### src/rtl/fsk_tx_mod.sv
// Continuous-phase binary FSK modulator: serialises 16-bit words MSB-first
// into a signed sine sample stream, one sample every CLK_PER_SAMPLE cycles.
module fsk_tx_mod #(
  parameter int          CLK_PER_SAMPLE  = 4,
  parameter int          SAMPLES_PER_BIT = 64,
  parameter int          GUARD_SAMPLES   = 16,
  parameter logic [15:0] INC0            = 16'h0400,
  parameter logic [15:0] INC1            = 16'h0800
) (
  input  logic        sysclk,
  input  logic        reset,
  input  logic [15:0] data_in,
  input  logic        data_valid,
  output logic        data_ready,
  output logic [15:0] sig_to_dac,
  output logic        dac_strobe,
  output logic        bit_out,
  output logic        busy
);

  localparam int DIV_W = (CLK_PER_SAMPLE > 2) ? $clog2(CLK_PER_SAMPLE) : 1;
  localparam logic [DIV_W-1:0] DIV_LAST   = DIV_W'(CLK_PER_SAMPLE - 1);
  localparam logic [DIV_W-1:0] DIV_ONE    = DIV_W'(1);
  localparam logic [15:0]      SPB_LAST   = 16'(SAMPLES_PER_BIT - 1);
  localparam logic [15:0]      GUARD_LAST = 16'(GUARD_SAMPLES - 1);
  localparam bit               HAS_GUARD  = (GUARD_SAMPLES > 0);

  typedef enum logic [1:0] {
    IDLE  = 2'd0,
    SEND  = 2'd1,
    GUARD = 2'd2
  } state_t;

  state_t             state_r;
  logic [DIV_W-1:0]   div_r;
  logic [15:0]        sample_cnt_r;
  logic [3:0]         bit_cnt_r;
  logic [15:0]        guard_cnt_r;
  logic [15:0]        shift_r;
  logic [15:0]        phase_r;
  logic               tick_s;

  // Quarter-wave table mirrored into a full 64-entry period.
  function automatic logic [15:0] sine_lut(input logic [5:0] idx);
    logic [4:0]  q_idx;
    logic [15:0] mag;
    q_idx = idx[4] ? (5'd16 - {1'b0, idx[3:0]}) : {1'b0, idx[3:0]};
    case (q_idx)
      5'd0:    mag = 16'd0;
      5'd1:    mag = 16'd3212;
      5'd2:    mag = 16'd6393;
      5'd3:    mag = 16'd9512;
      5'd4:    mag = 16'd12539;
      5'd5:    mag = 16'd15446;
      5'd6:    mag = 16'd18204;
      5'd7:    mag = 16'd20787;
      5'd8:    mag = 16'd23170;
      5'd9:    mag = 16'd25329;
      5'd10:   mag = 16'd27245;
      5'd11:   mag = 16'd28898;
      5'd12:   mag = 16'd30273;
      5'd13:   mag = 16'd31356;
      5'd14:   mag = 16'd32137;
      5'd15:   mag = 16'd32609;
      5'd16:   mag = 16'd32767;
      default: mag = 16'd0;
    endcase
    return idx[5] ? (16'd0 - mag) : mag;
  endfunction

  assign tick_s = (div_r == DIV_LAST);

  // Frame sequencer: handshake, sample divider, modulation and guard tail.
  always_ff @(posedge sysclk or posedge reset) begin
    if (reset) begin
      state_r      <= IDLE;
      div_r        <= '0;
      sample_cnt_r <= 16'd0;
      bit_cnt_r    <= 4'd0;
      guard_cnt_r  <= 16'd0;
      shift_r      <= 16'd0;
      phase_r      <= 16'd0;
      data_ready   <= 1'b0;
      sig_to_dac   <= 16'd0;
      dac_strobe   <= 1'b0;
      bit_out      <= 1'b0;
      busy         <= 1'b0;
    end else begin
      dac_strobe <= 1'b0;
      case (state_r)
        IDLE: begin
          data_ready <= 1'b1;
          busy       <= 1'b0;
          bit_out    <= 1'b0;
          if (data_valid && data_ready) begin
            shift_r      <= data_in;
            phase_r      <= 16'd0;
            div_r        <= '0;
            sample_cnt_r <= 16'd0;
            bit_cnt_r    <= 4'd0;
            guard_cnt_r  <= 16'd0;
            bit_out      <= data_in[15];
            busy         <= 1'b1;
            data_ready   <= 1'b0;
            state_r      <= SEND;
          end else begin
            state_r <= IDLE;
          end
        end
        SEND: begin
          div_r <= tick_s ? '0 : div_r + DIV_ONE;
          if (tick_s) begin
            dac_strobe <= 1'b1;
            sig_to_dac <= sine_lut(phase_r[15:10]);
            phase_r    <= phase_r + (shift_r[15] ? INC1 : INC0);
            if (sample_cnt_r == SPB_LAST) begin
              sample_cnt_r <= 16'd0;
              shift_r      <= {shift_r[14:0], 1'b0};
              bit_cnt_r    <= bit_cnt_r + 4'd1;
              if (bit_cnt_r == 4'd15) begin
                bit_out <= 1'b0;
                // Without a guard tail the frame ends on the last data sample.
                if (HAS_GUARD) begin
                  state_r <= GUARD;
                end else begin
                  state_r    <= IDLE;
                  busy       <= 1'b0;
                  data_ready <= 1'b1;
                end
              end else begin
                bit_out <= shift_r[14];
              end
            end else begin
              sample_cnt_r <= sample_cnt_r + 16'd1;
            end
          end else begin
            sample_cnt_r <= sample_cnt_r;
          end
        end
        GUARD: begin
          div_r <= tick_s ? '0 : div_r + DIV_ONE;
          if (tick_s) begin
            dac_strobe <= 1'b1;
            sig_to_dac <= 16'd0;
            if (guard_cnt_r == GUARD_LAST) begin
              state_r    <= IDLE;
              busy       <= 1'b0;
              data_ready <= 1'b1;
            end else begin
              guard_cnt_r <= guard_cnt_r + 16'd1;
            end
          end else begin
            guard_cnt_r <= guard_cnt_r;
          end
        end
        default: begin
          state_r    <= IDLE;
          busy       <= 1'b0;
          data_ready <= 1'b0;
        end
      endcase
    end
  end

endmodule

### config.mk
export PLATFORM = sky130hd
export DESIGN_NAME = fsk_tx_mod
export DESIGN_NICKNAME = d
export VERILOG_FILES = /design/src/rtl/fsk_tx_mod.sv
export SDC_FILE = /design/constraint.sdc
export NUM_CORES = 1
export LEC_CHECK = 0
export BUFFER_PORTS_ARGS = -buffer_cell sky130_fd_sc_hd__buf_2
export CAP_MARGIN = 20
export CORE_MARGIN = 10
export CORE_UTILIZATION = 55
export CTS_BUF_LIST = sky130_fd_sc_hd__clkbuf_4 sky130_fd_sc_hd__clkbuf_8 sky130_fd_sc_hd__clkbuf_16
export DETAILED_ROUTE_END_ITERATION = 7
export MAX_ROUTING_LAYER = met4
export PLACE_DENSITY = 0.85
export SKIP_CTS_REPAIR_TIMING = 1
export SYNTH_ARGS = -nofsm -noshare
export SYNTH_HDL_FRONTEND = slang
export SYNTH_SLANG_ARGS = --single-unit
### constraint.sdc
create_clock -name sysclk -period 10.55 [get_ports sysclk]
set_input_delay 1.5825 -clock sysclk [delete_from_list [all_inputs] [get_ports sysclk]]
set_output_delay 1.5825 -clock sysclk [all_outputs]
set_load 0.1 [all_outputs]
==> results.sh, run 1 <==
export IMPL_yosysUniqueCellTypes=62
export IMPL_power_mw=1.77
export IMPL_area_growth_pct=9.20
export IMPL_remaining_drc_errors=0
export IMPL_multi_input_area_um2=2890
export IMPL_yosysWarningCount=0
export IMPL_syn_avg_cell_area_um2=8.60
export IMPL_syn_area_um2=5130
export IMPL_hp_class="reg2reg"
export IMPL_syn_nets=634
export IMPL_powerDensity_nw_per_um2=317
export IMPL_diodes=0
export IMPL_grt_start_max_net_pins=83
export IMPL_vdd_drop_max_uv=249
export IMPL_routed_wirelength_mm=12.0
export IMPL_synth_area_top_cells="dfrtp_1, xor2_1, nor2_1"
export IMPL_cts_buffers=9
export IMPL_finalHoldViolCount=0
export IMPL_cts_max_path_buffers=2
export IMPL_drive_gt1_share_pct=11.8
export IMPL_crit_path_start_kind="flop"
export IMPL_die_w_um=117
export IMPL_antenna_found_initial=0
export IMPL_p_leak_nw=2.57
export IMPL_grt_pass1_vias=4380
export IMPL_wire_per_inst_um=16.3
export IMPL_synth_top_area_share_pct=40.0
export IMPL_core_area_um2=9150
export IMPL_maxSlewHeadroom_pct=34.2
export IMPL_final_util_pct=61.2
export IMPL_fin_crit_sh_pct=39.3
export IMPL_vias=4476
export IMPL_regArea_um2=2050
export IMPL_ant_nets=0
export IMPL_die_h_um=117
export IMPL_grt_overflow=0
export IMPL_tritoncts="done"
export IMPL_clock_sinks=82
export IMPL_htree_levels=3
export IMPL_critPathRequiredTime_ns=10.78
export IMPL_clock_root_buffer="clkbuf_8"
export IMPL_vias_per_cell=6.07
export IMPL_grt_pass1_wl_mm=20.3
export IMPL_final_common_cell="dfrtp_1"
export IMPL_critPathKind="reg2reg"
export IMPL_ys_seq_area_share_pct=40.0
export IMPL_crit_path_end_kind="flop"
export IMPL_synth_edf_count=0
export IMPL_fill_cells=743
export IMPL_drtIter0Drc=451
export IMPL_io_pins=39
export IMPL_finalSetupViolCount=0
export IMPL_status="finished, final reports clean"
export IMPL_yosys_area_top_type="dfrtp_1"
export IMPL_finalMaxSlewViolations=0
export IMPL_layout_common_cells="dfrtp_1, nor2_1, nand2_1, o21ai_0, a21oi_1"
export IMPL_fin_setup_tns_ns=0
export IMPL_arrival_ns=4.38
export IMPL_num_nets_final=659
export IMPL_crit_path_max_fanout=12
export IMPL_drtPass1Iterations=6
export IMPL_clock_latency_ns=0.36
export IMPL_synthCells=596
export IMPL_rows=35
export IMPL_fin_skew_ns=0.0178
export IMPL_fmax_ghz=0.241
export IMPL_dp_hpwl_mm=8.39
export IMPL_fin_crit_ns=4.15
export IMPL_numPortBuffers=38
export IMPL_clkTransAtPathRegs_ns=0.10
export IMPL_async_flop_share_pct=100
export IMPL_rsz0062_at_grt="false"
export IMPL_worst_slew_pin_slew_ns=0.987
export IMPL_grtUsageTotal_pct=18.5
export IMPL_synth_seq_cells=82
export IMPL_initial_core_util_pct=56.0
export IMPL_place_congestion=0.947
export IMPL_die_area_um2=13600
export IMPL_synth_ff_type="dfrtp_1"
export IMPL_cap_violations=0
==> report_power, final <==
part           switching, mW  internal, mW
Combinational          0.793         0.333
Clock                  0.129        0.0916
Sequential            0.0715         0.356
Total                  0.993         0.781
==> cell usage after synthesis, drive strengths merged, types with 3 or more instances <==
library cell / instances
nor3: 15
and2: 6
nand3b: 3
a221o: 3
a211oi: 3
inv: 15
a21o: 4
dfrtp: 82
nand4: 15
a21oi: 40
nor2: 69
nand2b: 7
nand3: 27
buf: 10
o211ai: 3
a31oi: 5
nand2: 65
ha: 18
nor4: 7
nor3b: 4
a41oi: 3
o21ai: 46
a22o: 3
or3: 11
mux2i: 21
o31ai: 3
xnor2: 7
o21a: 3
clkbuf: 22
and3: 9
nor2b: 4
xor2: 30
o41ai: 3
==> final cells by class <==
cell class / count / share of cell area, %
Clock buffer: 9 / 2.21
Clock inverter: 7 / 1.23
Inverter: 15 / 1.03
Multi-Input combinational cell: 467 / 51.6
Sequential cell: 82 / 36.7
Tap cell: 111 / 2.48
Timing Repair Buffer: 46 / 4.83
==> registers in the layout, summed over array words and instances, names as in the netlist <==
name,flops
guard_cnt_r,16
sample_cnt_r,16
shift_r,16
sig_to_dac,16
phase_r,6
bit_cnt_r,4
div_r,2
state_r,2
bit_out,1
busy,1
dac_strobe,1
data_ready,1
==> metrics by stage <==
step | setup slack [ns] | instance area (um^2) | cells | hold WS (ns)
floorplan | 6.86 | 5130 | 596 | 0.463
global placement | 6.74 | 5370 | 719 | 0.457
detailed placement | 6.56 | 5370 | 719 | 0.467
CTS | 6.55 | 5560 | 735 | 0.490
global route | 6.17 | 5600 | 737 | 0.513
finish | 6.40 | 5600 | 737 | 0.483
==> path summary, 6_finish.rpt <==
| kind | to | slack, ns | start | cells after the start |
|---|---|---|---|---|
| worst min-delay path | busy$_DFFE_PP0P_ | 0.48 | busy$_DFFE_PP0P_ | 2 |
| worst max-delay path | sig_to_dac[7]$_DFFE_PP0P_ | 6.40 | phase_r[10]$_DFFE_PP0P_ | 12 |
| worst max register to register | sig_to_dac[7]$_DFFE_PP0P_ | 6.40 | phase_r[10]$_DFFE_PP0P_ | 12 |
| max in group asynchronous | phase_r[13]$_DFFE_PP0P_ | 8.70 | reset | 4 |
| min in group asynchronous | sig_to_dac[15]$_DFFE_PP0P_ | 1.26 | reset | 3 |
| worst min register to register | busy$_DFFE_PP0P_ | 0.48 | busy$_DFFE_PP0P_ | 2 |
==> metal layers <==
metal  routed length, um  up-vias  track usage [%]
met2                5890      149             29.8
met5                   0        -                -
li1                    -     2179                -
met4                 111        0             5.68
met1                5320     2134             23.5
met3                 729       14             2.98
==> critical path, cell delays in order, from the launching register on <==
cell      delay [ns]
dfrtp_1         0.58
inv_1           0.21
ha_1            0.43
a21o_1          0.27
inv_1           0.13
ha_1            0.37
and2_0          0.33
nand2_1         0.27
o211ai_1        0.18
a31o_2          0.29
o41ai_1         0.59
nor2_1          0.10
a221o_1         0.28
==> cells by family (layout without fill, tap and decap cells) <==
family / Yosys count / in the layout / synth area share (%)
fa+ha+maj: 19 / 19 / 4.78
buf+inv: 47 / 77 / 3.71
simple gates: 251 / 251 / 23.8
mux: 21 / 21 / 4.10
compound gates: 139 / 139 / 17.2
flops: 82 / 82 / 40.0
xor+xnor: 37 / 37 / 6.32
(Power assumes the default switching activity.)
==> run 2: changes to the inputs <==
--- a/config.mk
+++ b/config.mk
@@ -5,6 +5,7 @@
 export SDC_FILE = /design/constraint.sdc
 export NUM_CORES = 1
 export LEC_CHECK = 0
+export ABC_AREA = 1
 export BUFFER_PORTS_ARGS = -buffer_cell sky130_fd_sc_hd__buf_2
 export CAP_MARGIN = 20
 export CORE_MARGIN = 10
==> constraint.sdc (replaced) <==
create_clock -name sysclk -period 4.07 [get_ports sysclk]
set_input_delay 0.6105 -clock sysclk [delete_from_list [all_inputs] [get_ports sysclk]]
set_output_delay 0.6105 -clock sysclk [all_outputs]
set_load 0.1 [all_outputs]
==> run 2 against run 1 <==
Total power down 16%. Via count up 11%. Global-route usage down 0.19 points. Non-clock buffer count down 1. First-iteration DRC count down 24%. Critical path type unchanged. Largest cell class unchanged. Highest routed layer unchanged.
==> results.sh, run 2 <==
export IMPL_power_switching_uw=366
export IMPL_grt_pass1_wl_mm=21.7
export IMPL_syn_avg_cell_area_um2=7.21
export IMPL_synth_seq_cells=82
export IMPL_crit_path_end_kind="flop"
export IMPL_fin_ws_ns=0.847
export IMPL_routed_wirelength_mm=12.2
export IMPL_fin_crit_sh_pct=79.2
export IMPL_num_nets_final=798
export IMPL_sw_frac_of_total_pct=24.6
export IMPL_cap_violations=0
export IMPL_io_pins=39
export IMPL_grt_start_max_net_pins=57
export IMPL_r2r_start="phase_r[10]$_DFFE_PP0P_"
export IMPL_finalSetupViolCount=0
export IMPL_wire_per_inst_um=13.7
export IMPL_fmax_ghz=0.310
export IMPL_vias=4949
export IMPL_hp_class="in2async"
export IMPL_clkTransAtPathRegs_ns=0.10
export IMPL_power_share_clock_pct=43.6
export IMPL_hold_worst_slack_ns=0.210
export IMPL_antenna_found_initial=0
export IMPL_arrival_ns=3.48
export IMPL_fill_cells=843
export IMPL_drive_gt1_share_pct=13.3
export IMPL_clock_sinks=82
export IMPL_rows=35
export IMPL_power_share_sequential_pct=54.6
export IMPL_ant_nets=0
export IMPL_vdd_drop_max_uv=138
export IMPL_yosys_area_top_type="dfrtp_1"
export IMPL_initial_core_util_pct=56.5
export IMPL_core_area_um2=9280
export IMPL_finalMaxSlewViolations=0
export IMPL_crit_path_start_kind="flop"
export IMPL_grtUsageTotal_pct=18.3
export IMPL_pwr_share_comb_pct=1.9
export IMPL_fin_setup_tns_ns=0
export IMPL_fin_cells=894
export IMPL_critPathRequiredTime_ns=4.33
export IMPL_multi_input_area_um2=2740
export IMPL_p_leak_nw=2.72
export IMPL_synthCells=727
export IMPL_dp_slack_ns=0.860
export IMPL_grt_pass1_vias=4658
export IMPL_rsz0062_at_grt="false"
export IMPL_die_w_um=118
export IMPL_synth_edf_count=0
export IMPL_cp_endpoint="sig_to_dac[10]$_DFFE_PP0P_"
export IMPL_die_h_um=118
export IMPL_cp_num_cells=20
export IMPL_drtIter0Drc=343
export IMPL_synth_top_area_share_pct=39.1
export IMPL_cp_slowest_cell="dfrtp_1"
export IMPL_async_flop_share_pct=100
export IMPL_maxSlewHeadroom_pct=30.3
export IMPL_powerDensity_nw_per_um2=259
export IMPL_tritoncts="done"
export IMPL_crit_chain="inv_1 -> ha_1 -> nand2_1 -> nand2_1 -> inv_1 -> ha_1 -> nand2_1 -> inv_2 -> nand3_2 -> nand2_1 -> inv_1 -> ha_1 -> a21boi_0 -> nand2_1 -> nor2_1 -> nand2_1 -> nand2_1 -> nand2_1 -> nand3_1 -> nand2_1"
export IMPL_yosysWarningCount=0
export IMPL_critPathTopFamily="simple AND/OR/NAND/NOR gates"
export IMPL_regArea_um2=2050
export IMPL_yosysMostFrequentCell="nand2_1"
export IMPL_numPortBuffers=38
export IMPL_final_common_cell="nand2_1"
export IMPL_dp_hpwl_mm=8.86
export IMPL_ys_seq_area_share_pct=39.1
export IMPL_cp_common_cell="nand2_1"
export IMPL_r2r_end="sig_to_dac[10]$_DFFE_PP0P_"
export IMPL_syn_area_um2=5240
export IMPL_fin_crit_ns=3.22
export IMPL_clock_root_buffer="clkbuf_8"
export IMPL_slowest_delay_ns=0.45
export IMPL_area_growth_pct=9.69
export IMPL_synth_area_top_cells="dfrtp_1, nand2_1, nor2_1"
export IMPL_grt_overflow=0
export IMPL_diodes=0
export IMPL_cts_max_path_buffers=2
export IMPL_htree_levels=3
export IMPL_fin_skew_ns=0.0125
export IMPL_drtPass1Iterations=7
export IMPL_remaining_drc_errors=0
export IMPL_finalHoldViolCount=0
export IMPL_die_area_um2=13800
export IMPL_layout_common_cells="nand2_1, dfrtp_1, nor2_1, inv_1, nand3_1"
export IMPL_intPower_mw=1.13
export IMPL_worst_slew_pin_slew_ns=1.04
export IMPL_power_mw=1.49
export IMPL_crit_path_max_fanout=13
export IMPL_clock_latency_ns=0.37
export IMPL_dp_cells=877
export IMPL_reg2reg_depth=20
export IMPL_place_congestion=0.939
export IMPL_cp_startpoint="phase_r[10]$_DFFE_PP0P_"
export IMPL_critPathKind="reg2reg"
export IMPL_vias_per_cell=5.54
export IMPL_yosysUniqueCellTypes=46
export IMPL_synth_common_cells="nand2_1, dfrtp_1, nor2_1"
export IMPL_crit_buf_inv=4
export IMPL_syn_nets=765
export IMPL_synth_ff_type="dfrtp_1"
export IMPL_reg2reg_slack_ns=0.85
export IMPL_cts_buffers=9
export IMPL_status="finished, final reports clean"
run 2: cells by family after synthesis:
logic type	share of synthesized area, %
xor+xnor	1.34
compound gates	12.3
simple gates	33.9
fa+ha+maj	4.68
buf+inv	8.71
flops	39.1
run 2: worst reg2reg max path: cells and delay by family, from the launching register on:
kind                       cells  cell delay [ns]
and+or+nand+nor               12             1.24
adders and majority gates      3             0.74
buffers and inverters          4             0.48
DFF                            1             0.45
AOI/OAI and AO/OA              1             0.21
run 2: how the worst min path moves through the flow:
stage | cells after the start | from | slack [ns] | endpoint
finish | 2 | reset | 0.21 | guard_cnt_r[12]$_DFFE_PP0P_
global route | 2 | reset | 0.24 | guard_cnt_r[5]$_DFFE_PP0P_
CTS | 2 | reset | 0.45 | shift_r[9]$_DFFE_PP0P_
detailed placement | 2 | sig_to_dac[13]$_DFFE_PP0P_ | 0.46 | sig_to_dac[13]$_DFFE_PP0P_
global placement | 2 | sig_to_dac[14]$_DFFE_PP0P_ | 0.46 | sig_to_dac[14]$_DFFE_PP0P_
floorplan | 1 | guard_cnt_r[3]$_DFFE_PP0P_ | 0.45 | guard_cnt_r[3]$_DFFE_PP0P_
run 2: power groups by stage:
| stage | Clock, mW | Combinational (mW) | Sequential [mW] |
|---|---|---|---|
| global route | 0.699 | 0.0327 | 0.814 |
| CTS | 0.659 | 0.0267 | 0.814 |
| floorplan | 0 | 0.0125 | 0.830 |
| finish | 0.650 | 0.0282 | 0.814 |
| global placement | 0 | 0.0263 | 0.830 |
| detailed placement | 0 | 0.0268 | 0.830 |
run 2: final cells by class:
cell class | count | area share, %
Inverter | 87 | 5.72
Timing Repair Buffer | 45 | 4.44
Multi-Input combinational cell | 535 | 47.6
Clock buffer | 9 | 2.15
Clock inverter | 7 | 1.65
Sequential cell | 82 | 35.7
Tap cell | 129 | 2.81
run 2: routing by layer:
metal,wire [um],share of wire (%),global-route usage (%)
met3,664,5.4,3.41
met4,142,1.2,4.71
met5,0,0,-
met2,5740,47,28.4
met1,5660,46,24.1
run 2: through the flow:
| step | cell area (um^2) | utilization [%] |
|---|---|---|
| after floorplan | 5240 | - |
| after global placement | 5510 | 59.4 |
| after global routing | 5750 | 62.0 |
| final | 5750 | 62.0 |
| after CTS | 5730 | 61.7 |
| after detailed placement | 5510 | 59.4 |
